--- config.mk ---
export PLATFORM = sky130hd
export DESIGN_NAME = alu_share_arbiter_flat
export DESIGN_NICKNAME = d
export VERILOG_FILES = /design/src/rtl/alu_share_arbiter_if.sv /design/src/rtl/alu_share_arbiter.sv /design/src/flat_wrapper.sv
export SDC_FILE = /design/constraint.sdc
export NUM_CORES = 1
export LEC_CHECK = 0
export ABC_AREA = 1
export ABC_CLOCK_PERIOD_IN_PS = 1000
export BUFFER_PORTS_ARGS = -buffer_cell sky130_fd_sc_hd__buf_2
export CAP_MARGIN = 20
export CORE_AREA = 2 2 109 111
export CTS_CLUSTER_DIAMETER = 50
export DETAILED_ROUTE_END_ITERATION = 10
export DIE_AREA = 0 0 111 113
export HOLD_SLACK_MARGIN = 0.06
export PLACE_DENSITY = 0.69
export SYNTH_ARGS = -nofsm -noshare
export SYNTH_HDL_FRONTEND = slang
export SYNTH_SLANG_ARGS = --single-unit
--- constraint.sdc ---
create_clock -name clk -period 1 [get_ports clk]
set_input_delay 0.05 -clock clk [delete_from_list [all_inputs] [get_ports clk]]
set_output_delay 0.05 -clock clk [all_outputs]
set_load 0.005 [all_outputs]
--- src/rtl/alu_share_arbiter_if.sv ---
`default_nettype none
// ============================================================================
// Module   : alu_share_arbiter_if
// Purpose  : Bundles the requester, ALU and response signals of the shared
//            ALU arbiter. The slave modport is the arbiter's view; the master
//            modport is the view of the requesters, ALU and response consumer.
// Revision : 1.0 - initial release
// ============================================================================
interface alu_share_arbiter_if;
  // requester 0 (EX-stage issue port)
  logic        req0_valid;
  logic        req0_ready;
  logic [3:0]  req0_op;
  logic [31:0] req0_a;
  logic [31:0] req0_b;
  // requester 1 (auxiliary port)
  logic        req1_valid;
  logic        req1_ready;
  logic [3:0]  req1_op;
  logic [31:0] req1_a;
  logic [31:0] req1_b;
  // shared ALU operand/control and result
  logic [3:0]  alu_op;
  logic [31:0] alu_a;
  logic [31:0] alu_b;
  logic [31:0] alu_result;
  logic        alu_zero;
  // response register
  logic        rsp_valid;
  logic        rsp_ready;
  logic        rsp_id;
  logic [31:0] rsp_result;
  logic        rsp_zero;

  modport slave (
    input  req0_valid, req0_op, req0_a, req0_b,
    input  req1_valid, req1_op, req1_a, req1_b,
    input  alu_result, alu_zero, rsp_ready,
    output req0_ready, req1_ready,
    output alu_op, alu_a, alu_b,
    output rsp_valid, rsp_id, rsp_result, rsp_zero
  );

  modport master (
    output req0_valid, req0_op, req0_a, req0_b,
    output req1_valid, req1_op, req1_a, req1_b,
    output alu_result, alu_zero, rsp_ready,
    input  req0_ready, req1_ready,
    input  alu_op, alu_a, alu_b,
    input  rsp_valid, rsp_id, rsp_result, rsp_zero
  );
endinterface
`default_nettype wire

--- src/rtl/alu_share_arbiter.sv ---
`default_nettype none
// ============================================================================
// Module   : alu_share_arbiter
// Purpose  : Shares one combinational ALU between two requesters. The granted
//            request drives the ALU in its grant cycle; the result and zero
//            flag land in a single-entry response register released by a
//            valid/ready handshake.
// Config   : ALU_ARB_RR_EN defined   -> round-robin tie-break (last_gnt kept)
//            ALU_ARB_RR_EN undefined -> fixed priority, req0 wins every tie
// Revision : 1.0 - initial release
// ============================================================================
module alu_share_arbiter (
  input  logic                clk,
  input  logic                rst_n,
  alu_share_arbiter_if.slave  bus
);

  logic        w_slot_free;
  logic        w_gnt0;
  logic        w_gnt1;
  logic        w_any_gnt;

  logic        r_rsp_valid;
  logic        r_rsp_id;
  logic [31:0] r_rsp_result;
  logic        r_rsp_zero;

`ifdef ALU_ARB_RR_EN
  logic        r_last_gnt;
`endif

  // The slot can take a new result when empty or being drained this cycle.
  assign w_slot_free = !r_rsp_valid || bus.rsp_ready;
  assign w_any_gnt   = w_gnt0 || w_gnt1;

  // Grant selection; forced idle while reset is asserted.
  always_comb begin
    w_gnt0 = 1'b0;
    w_gnt1 = 1'b0;
    if (rst_n && w_slot_free) begin
      if (bus.req0_valid && bus.req1_valid) begin
`ifdef ALU_ARB_RR_EN
        // grant the requester that did not win last time
        w_gnt0 = r_last_gnt;
        w_gnt1 = !r_last_gnt;
`else
        w_gnt0 = 1'b1;
`endif
      end else begin
        w_gnt0 = bus.req0_valid;
        w_gnt1 = bus.req1_valid;
      end
    end
  end

  assign bus.req0_ready = w_gnt0;
  assign bus.req1_ready = w_gnt1;

  // ALU operand/control mux: granted requester's fields, otherwise all zero.
  always_comb begin
    bus.alu_op = 4'b0000;
    bus.alu_a  = 32'd0;
    bus.alu_b  = 32'd0;
    if (w_gnt0) begin
      bus.alu_op = bus.req0_op;
      bus.alu_a  = bus.req0_a;
      bus.alu_b  = bus.req0_b;
    end else if (w_gnt1) begin
      bus.alu_op = bus.req1_op;
      bus.alu_a  = bus.req1_a;
      bus.alu_b  = bus.req1_b;
    end
  end

  // Response slot: capture on accept, clear on a drain without a new grant.
  always_ff @(posedge clk or negedge rst_n) begin
    if (!rst_n) begin
      r_rsp_valid  <= 1'b0;
      r_rsp_id     <= 1'b0;
      r_rsp_result <= 32'd0;
      r_rsp_zero   <= 1'b0;
    end else if (w_any_gnt) begin
      r_rsp_valid  <= 1'b1;
      r_rsp_id     <= w_gnt1;
      r_rsp_result <= bus.alu_result;
      r_rsp_zero   <= bus.alu_zero;
    end else if (r_rsp_valid && bus.rsp_ready) begin
      r_rsp_valid  <= 1'b0;
    end
  end

`ifdef ALU_ARB_RR_EN
  // Round-robin pointer; reset to 1 so req0 wins the first tie.
  always_ff @(posedge clk or negedge rst_n) begin
    if (!rst_n) begin
      r_last_gnt <= 1'b1;
    end else if (w_any_gnt) begin
      r_last_gnt <= w_gnt1;
    end
  end
`endif

  assign bus.rsp_valid  = r_rsp_valid;
  assign bus.rsp_id     = r_rsp_id;
  assign bus.rsp_result = r_rsp_result;
  assign bus.rsp_zero   = r_rsp_zero;

endmodule
`default_nettype wire

--- src/flat_wrapper.sv ---
// flat-port wrapper written by rule: the top's interface ports become plain ports
module alu_share_arbiter_flat 
  (clk, rst_n, bus_req0_valid, bus_req0_op, bus_req0_a, bus_req0_b, bus_req1_valid, bus_req1_op, bus_req1_a, bus_req1_b, bus_alu_result, bus_alu_zero, bus_rsp_ready, bus_req0_ready, bus_req1_ready, bus_alu_op, bus_alu_a, bus_alu_b, bus_rsp_valid, bus_rsp_id, bus_rsp_result, bus_rsp_zero);
  alu_share_arbiter_if bus_i ();
  input  logic clk;
  input  logic rst_n;
  input wire logic [$bits(bus_i.req0_valid)-1:0] bus_req0_valid;
  input wire logic [$bits(bus_i.req0_op)-1:0] bus_req0_op;
  input wire logic [$bits(bus_i.req0_a)-1:0] bus_req0_a;
  input wire logic [$bits(bus_i.req0_b)-1:0] bus_req0_b;
  input wire logic [$bits(bus_i.req1_valid)-1:0] bus_req1_valid;
  input wire logic [$bits(bus_i.req1_op)-1:0] bus_req1_op;
  input wire logic [$bits(bus_i.req1_a)-1:0] bus_req1_a;
  input wire logic [$bits(bus_i.req1_b)-1:0] bus_req1_b;
  input wire logic [$bits(bus_i.alu_result)-1:0] bus_alu_result;
  input wire logic [$bits(bus_i.alu_zero)-1:0] bus_alu_zero;
  input wire logic [$bits(bus_i.rsp_ready)-1:0] bus_rsp_ready;
  output wire logic [$bits(bus_i.req0_ready)-1:0] bus_req0_ready;
  output wire logic [$bits(bus_i.req1_ready)-1:0] bus_req1_ready;
  output wire logic [$bits(bus_i.alu_op)-1:0] bus_alu_op;
  output wire logic [$bits(bus_i.alu_a)-1:0] bus_alu_a;
  output wire logic [$bits(bus_i.alu_b)-1:0] bus_alu_b;
  output wire logic [$bits(bus_i.rsp_valid)-1:0] bus_rsp_valid;
  output wire logic [$bits(bus_i.rsp_id)-1:0] bus_rsp_id;
  output wire logic [$bits(bus_i.rsp_result)-1:0] bus_rsp_result;
  output wire logic [$bits(bus_i.rsp_zero)-1:0] bus_rsp_zero;
  assign bus_i.req0_valid = bus_req0_valid;
  assign bus_i.req0_op = bus_req0_op;
  assign bus_i.req0_a = bus_req0_a;
  assign bus_i.req0_b = bus_req0_b;
  assign bus_i.req1_valid = bus_req1_valid;
  assign bus_i.req1_op = bus_req1_op;
  assign bus_i.req1_a = bus_req1_a;
  assign bus_i.req1_b = bus_req1_b;
  assign bus_i.alu_result = bus_alu_result;
  assign bus_i.alu_zero = bus_alu_zero;
  assign bus_i.rsp_ready = bus_rsp_ready;
  assign bus_req0_ready = bus_i.req0_ready;
  assign bus_req1_ready = bus_i.req1_ready;
  assign bus_alu_op = bus_i.alu_op;
  assign bus_alu_a = bus_i.alu_a;
  assign bus_alu_b = bus_i.alu_b;
  assign bus_rsp_valid = bus_i.rsp_valid;
  assign bus_rsp_id = bus_i.rsp_id;
  assign bus_rsp_result = bus_i.rsp_result;
  assign bus_rsp_zero = bus_i.rsp_zero;
  alu_share_arbiter u_core (.clk(clk), .rst_n(rst_n), .bus(bus_i));
endmodule
==> flow_summary_export.csv <==
group,metric,value,unit
run_status,outcome,"finished, violations left",
run_status,violations,"negative setup slack",
detailed_routing,vias,3907,
detailed_routing,wirelength,14.91,mm
synth,synthMostInstantiatedCell,"nand2_1",
floorplanning,top_level_ports,279,
placement,dp_hpwl,10.75,mm
sta,finalCriticalPeriod,1.520,ns
clock_tree,clock-sinks,35,
hold_path,hp-class,"primary input to async pin",
critical_path,worstPathMaxFanout,18,
synth,yosys_warnings,0,
floorplanning,rows,39,
synth,synth_edf_count,0,
placement,gp_congestion,0.9172,
global_routing,first_global_vias,3885,
clock_tree,cts_made_buffers,5,
power,p_clk_share,31.3,%
power,p_switching,1.736,mW
finish,final-seq-area,875.8,um^2
synth,synth_ff_type,"dfrtp_1",
sta,setup_violations,105,
sta,tightest_slew,0.4250,ns
sta,fin_skew,0.004424,ns
clock_tree,cts_buffer_depth,2,
critical_path,required,0.95,ns
detailed_routing,ant_nets,0,
floorplanning,core_area,11270,um^2
global_routing,grt.overflow.total,0,
floorplanning,start_util,21.57,%
critical_path,end_kind,"output pin",
finish,stdcell_count,848,
global_routing,antenna_found_initial,3,
detailed_routing,drc_errors,0,
critical_path,critPathMaxStageDelay,0.39,ns
synth,synth_area_leaders,"nand2_1 (37%), dfrtp_1 (36%), o211ai_1 (10%)",
finish,syn_to_final_growth,110.7,%
finish,fin_util,45.44,%
synth,netlist_instances,382,
critical_path,crit_chain,"nand2_2 > nand3_4 > clkinv_8 > clkbuf_16 > nand2_2 > nand2_1 > buf_2",
critical_path,cpMaxStageDelayCell,"dfrtp_1",
floorplanning,die-area,12540,um^2
synth,synth_seq_cells,35,
sta,max_freq,0.6577,GHz
synth,postSynthAreaPerCell,6.364,um^2
sta,period_share,152.0,%
floorplanning,dieHeight,113,um
finish,multi_input_area,1609,um^2
run,maxCapViolCount,0,
finish,n_fill_cell,1140,
critical_path,arrival,1.47,ns
power,p_comb_share,36.6,%
detailed_routing,drtIter0Drc,264,
power,leakage,3.058,nW
sta,rsz0062_at_grt,"true",
power,vdd_ir_drop_max,1.124,mV
detailed_routing,vias_per_cell,4.607,
sta,setup_ws,-0.5204,ns
clock_tree,cts_root_buffer,"clkbuf_16",
placement,portBuffers,278,
synth,synthArstFlopShare,100.0,%
global_routing,grt_pass1_wl,21.44,mm
power,internal-power,3.898,mW
synth,synth_common_cells,"nand2_1 (239), dfrtp_1 (35), nand3_1 (34), o211ai_1 (33), buf_2 (14)",
floorplanning,die_w,111,um
synth,synth_fp_nets,556,
global_routing,track_usage,21.74,%
critical_path,cp-start-kind,"flip-flop",
placement,dp_cells,789,
critical_path,crit_type,"flip-flop to output pin",
critical_path,crit_path_frequent_cell,"nand2_2",
sta,slew_headroom,71.67,%
detailed_routing,dr.pass1.iters,5,
power,p_sw_share,30.81,%
power,power.density,1100,nW/um^2
clock_tree,path_clk_slew,0.05,ns
global_routing,grt_max_degree,37,
synth,synth_cell_type_count,15,
finish,nNetsFinal,874,
clock_tree,worstSkewPairLatency,0.27,ns
synth,synth_area,2431,um^2
clock_tree,h-tree-depth,2,
sta,slew_violations,0,
synth,ys_seq_area_share,36.03,%
finish,drive_gt1_share,55.21,%
synth,yosysTopAreaCell,"nand2_1",
clock_tree,cts_tree,"yes",
power,p_seq_share,32.2,%
sta,hold_viol,0,
detailed_routing,wl_per_cell,17.58,um
synth,synth_top_area_share,36.90,%
-- cell type report --
type / count / area share, %
Sequential cell: 35 / 17.10
Multi-Input combinational cell: 311 / 31.41
Timing Repair inverter: 1 / 0.1221
Tap cell: 143 / 3.493
Timing Repair Buffer: 341 / 43.53
Clock buffer: 5 / 2.443
Clock inverter: 3 / 0.8549
Antenna cell: 4 / 0.1954
Inverter: 5 / 0.8549
-- worst max-delay path: cells and delay by family, from the launching register on --
kind / cells / cell delay (ns)
buffers and inverters: 3 / 0.40
and+or+nand+nor: 4 / 0.39
DFF: 1 / 0.39
-- cells by family after synthesis --
kind of cell / Yosys count / synth area share [%]
flops: 35 / 36.03
compound gates: 34 / 10.55
simple gates: 277 / 46.06
buf+inv: 36 / 7.360
-- power by group through the flow --
stage | Clock [mW] | Sequential, mW | Combinational (mW)
6_report | 1.76 | 1.81 | 2.06
5_1_grt | 1.87 | 1.84 | 2.25
4_1_cts | 1.81 | 1.81 | 1.87
3_5_place_dp | 0 | 1.82 | 1.69
3_3_place_gp | 0 | 1.83 | 1.66
2_1_floorplan | 0 | 1.85 | 0.649
-- per-layer routing --
| metal | vias up | routed length (um) | GRT usage (%) |
|---|---|---|---|
| met1 | 1765 | 5738 | 26.28 |
| met4 | 0 | 497 | 7.250 |
| met3 | 31 | 1213 | 5.303 |
| li1 | 1871 | - | - |
| met5 | - | 0 | 0 |
| met2 | 240 | 7458 | 38.08 |
-- timing repair --
action                                  CTS  global route
resized for setup                        30            75
endpoints found under the hold margin    68             0
buffers inserted                          4             1
pin swaps                                 7            18
endpoints found under the setup margin  105           117
hold buffers                             34             0
cloned                                    2             7
-- sequential cells by signal (all words and copies together), names as in the netlist --
name and flops:
u_core.bus.rsp_zero 1, u_core.bus.rsp_id 1, u_core.bus.rsp_result 32, u_core.bus.rsp_valid 1
-- stage by stage --
step / cell area, um^2 / power (mW) / TNS, ns / setup WS, ns / hold WS, ns
floorplan: 2454 / 2.494 / -9.309 / -0.1333 / -0.2456
global placement: 4024 / 3.492 / -20.07 / -0.2974 / 0.1003
detailed placement: 4024 / 3.509 / -21.98 / -0.3095 / 0.09667
CTS: 4684 / 5.485 / -49.42 / -0.5610 / 0.1533
global route: 5117 / 5.957 / -51.74 / -0.5841 / 0.08724
finish: 5122 / 5.634 / -43.62 / -0.5204 / 0.05213
-- cell usage in the layout (no fill, tap or decap), drive strengths merged --
| cell | count |
|---|---|
| buf | 301 |
| nand2 | 240 |
| nand3 | 36 |
| dfrtp | 35 |
| o211ai | 33 |
| dlygate4sd3 | 33 |
| clkbuf | 11 |
| diode | 4 |
| inv | 4 |
| clkinv | 4 |
| nor2 | 1 |
| a21oi | 1 |
| bufinv | 1 |
| dlymetal6s4s | 1 |
-- final timing paths --
check | start | to | slack [ns] | cells after the start
max | u_core.bus.rsp_valid | bus_alu_a[15] | -0.52 | 7
min | rst_n | u_core.bus.rsp_id | 0.05 | 3
max in group asynchronous | rst_n | u_core.bus.rsp_result[6] | 0.49 | 3
min reg2reg | u_core.bus.rsp_id | u_core.bus.rsp_id | 0.49 | 2
min in group clk | bus_rsp_ready | u_core.bus.rsp_valid | 0.16 | 4
max reg2reg | u_core.bus.rsp_valid | u_core.bus.rsp_result[1] | -0.33 | 5
No activity file was read; power rests on OpenSTA's default activity.
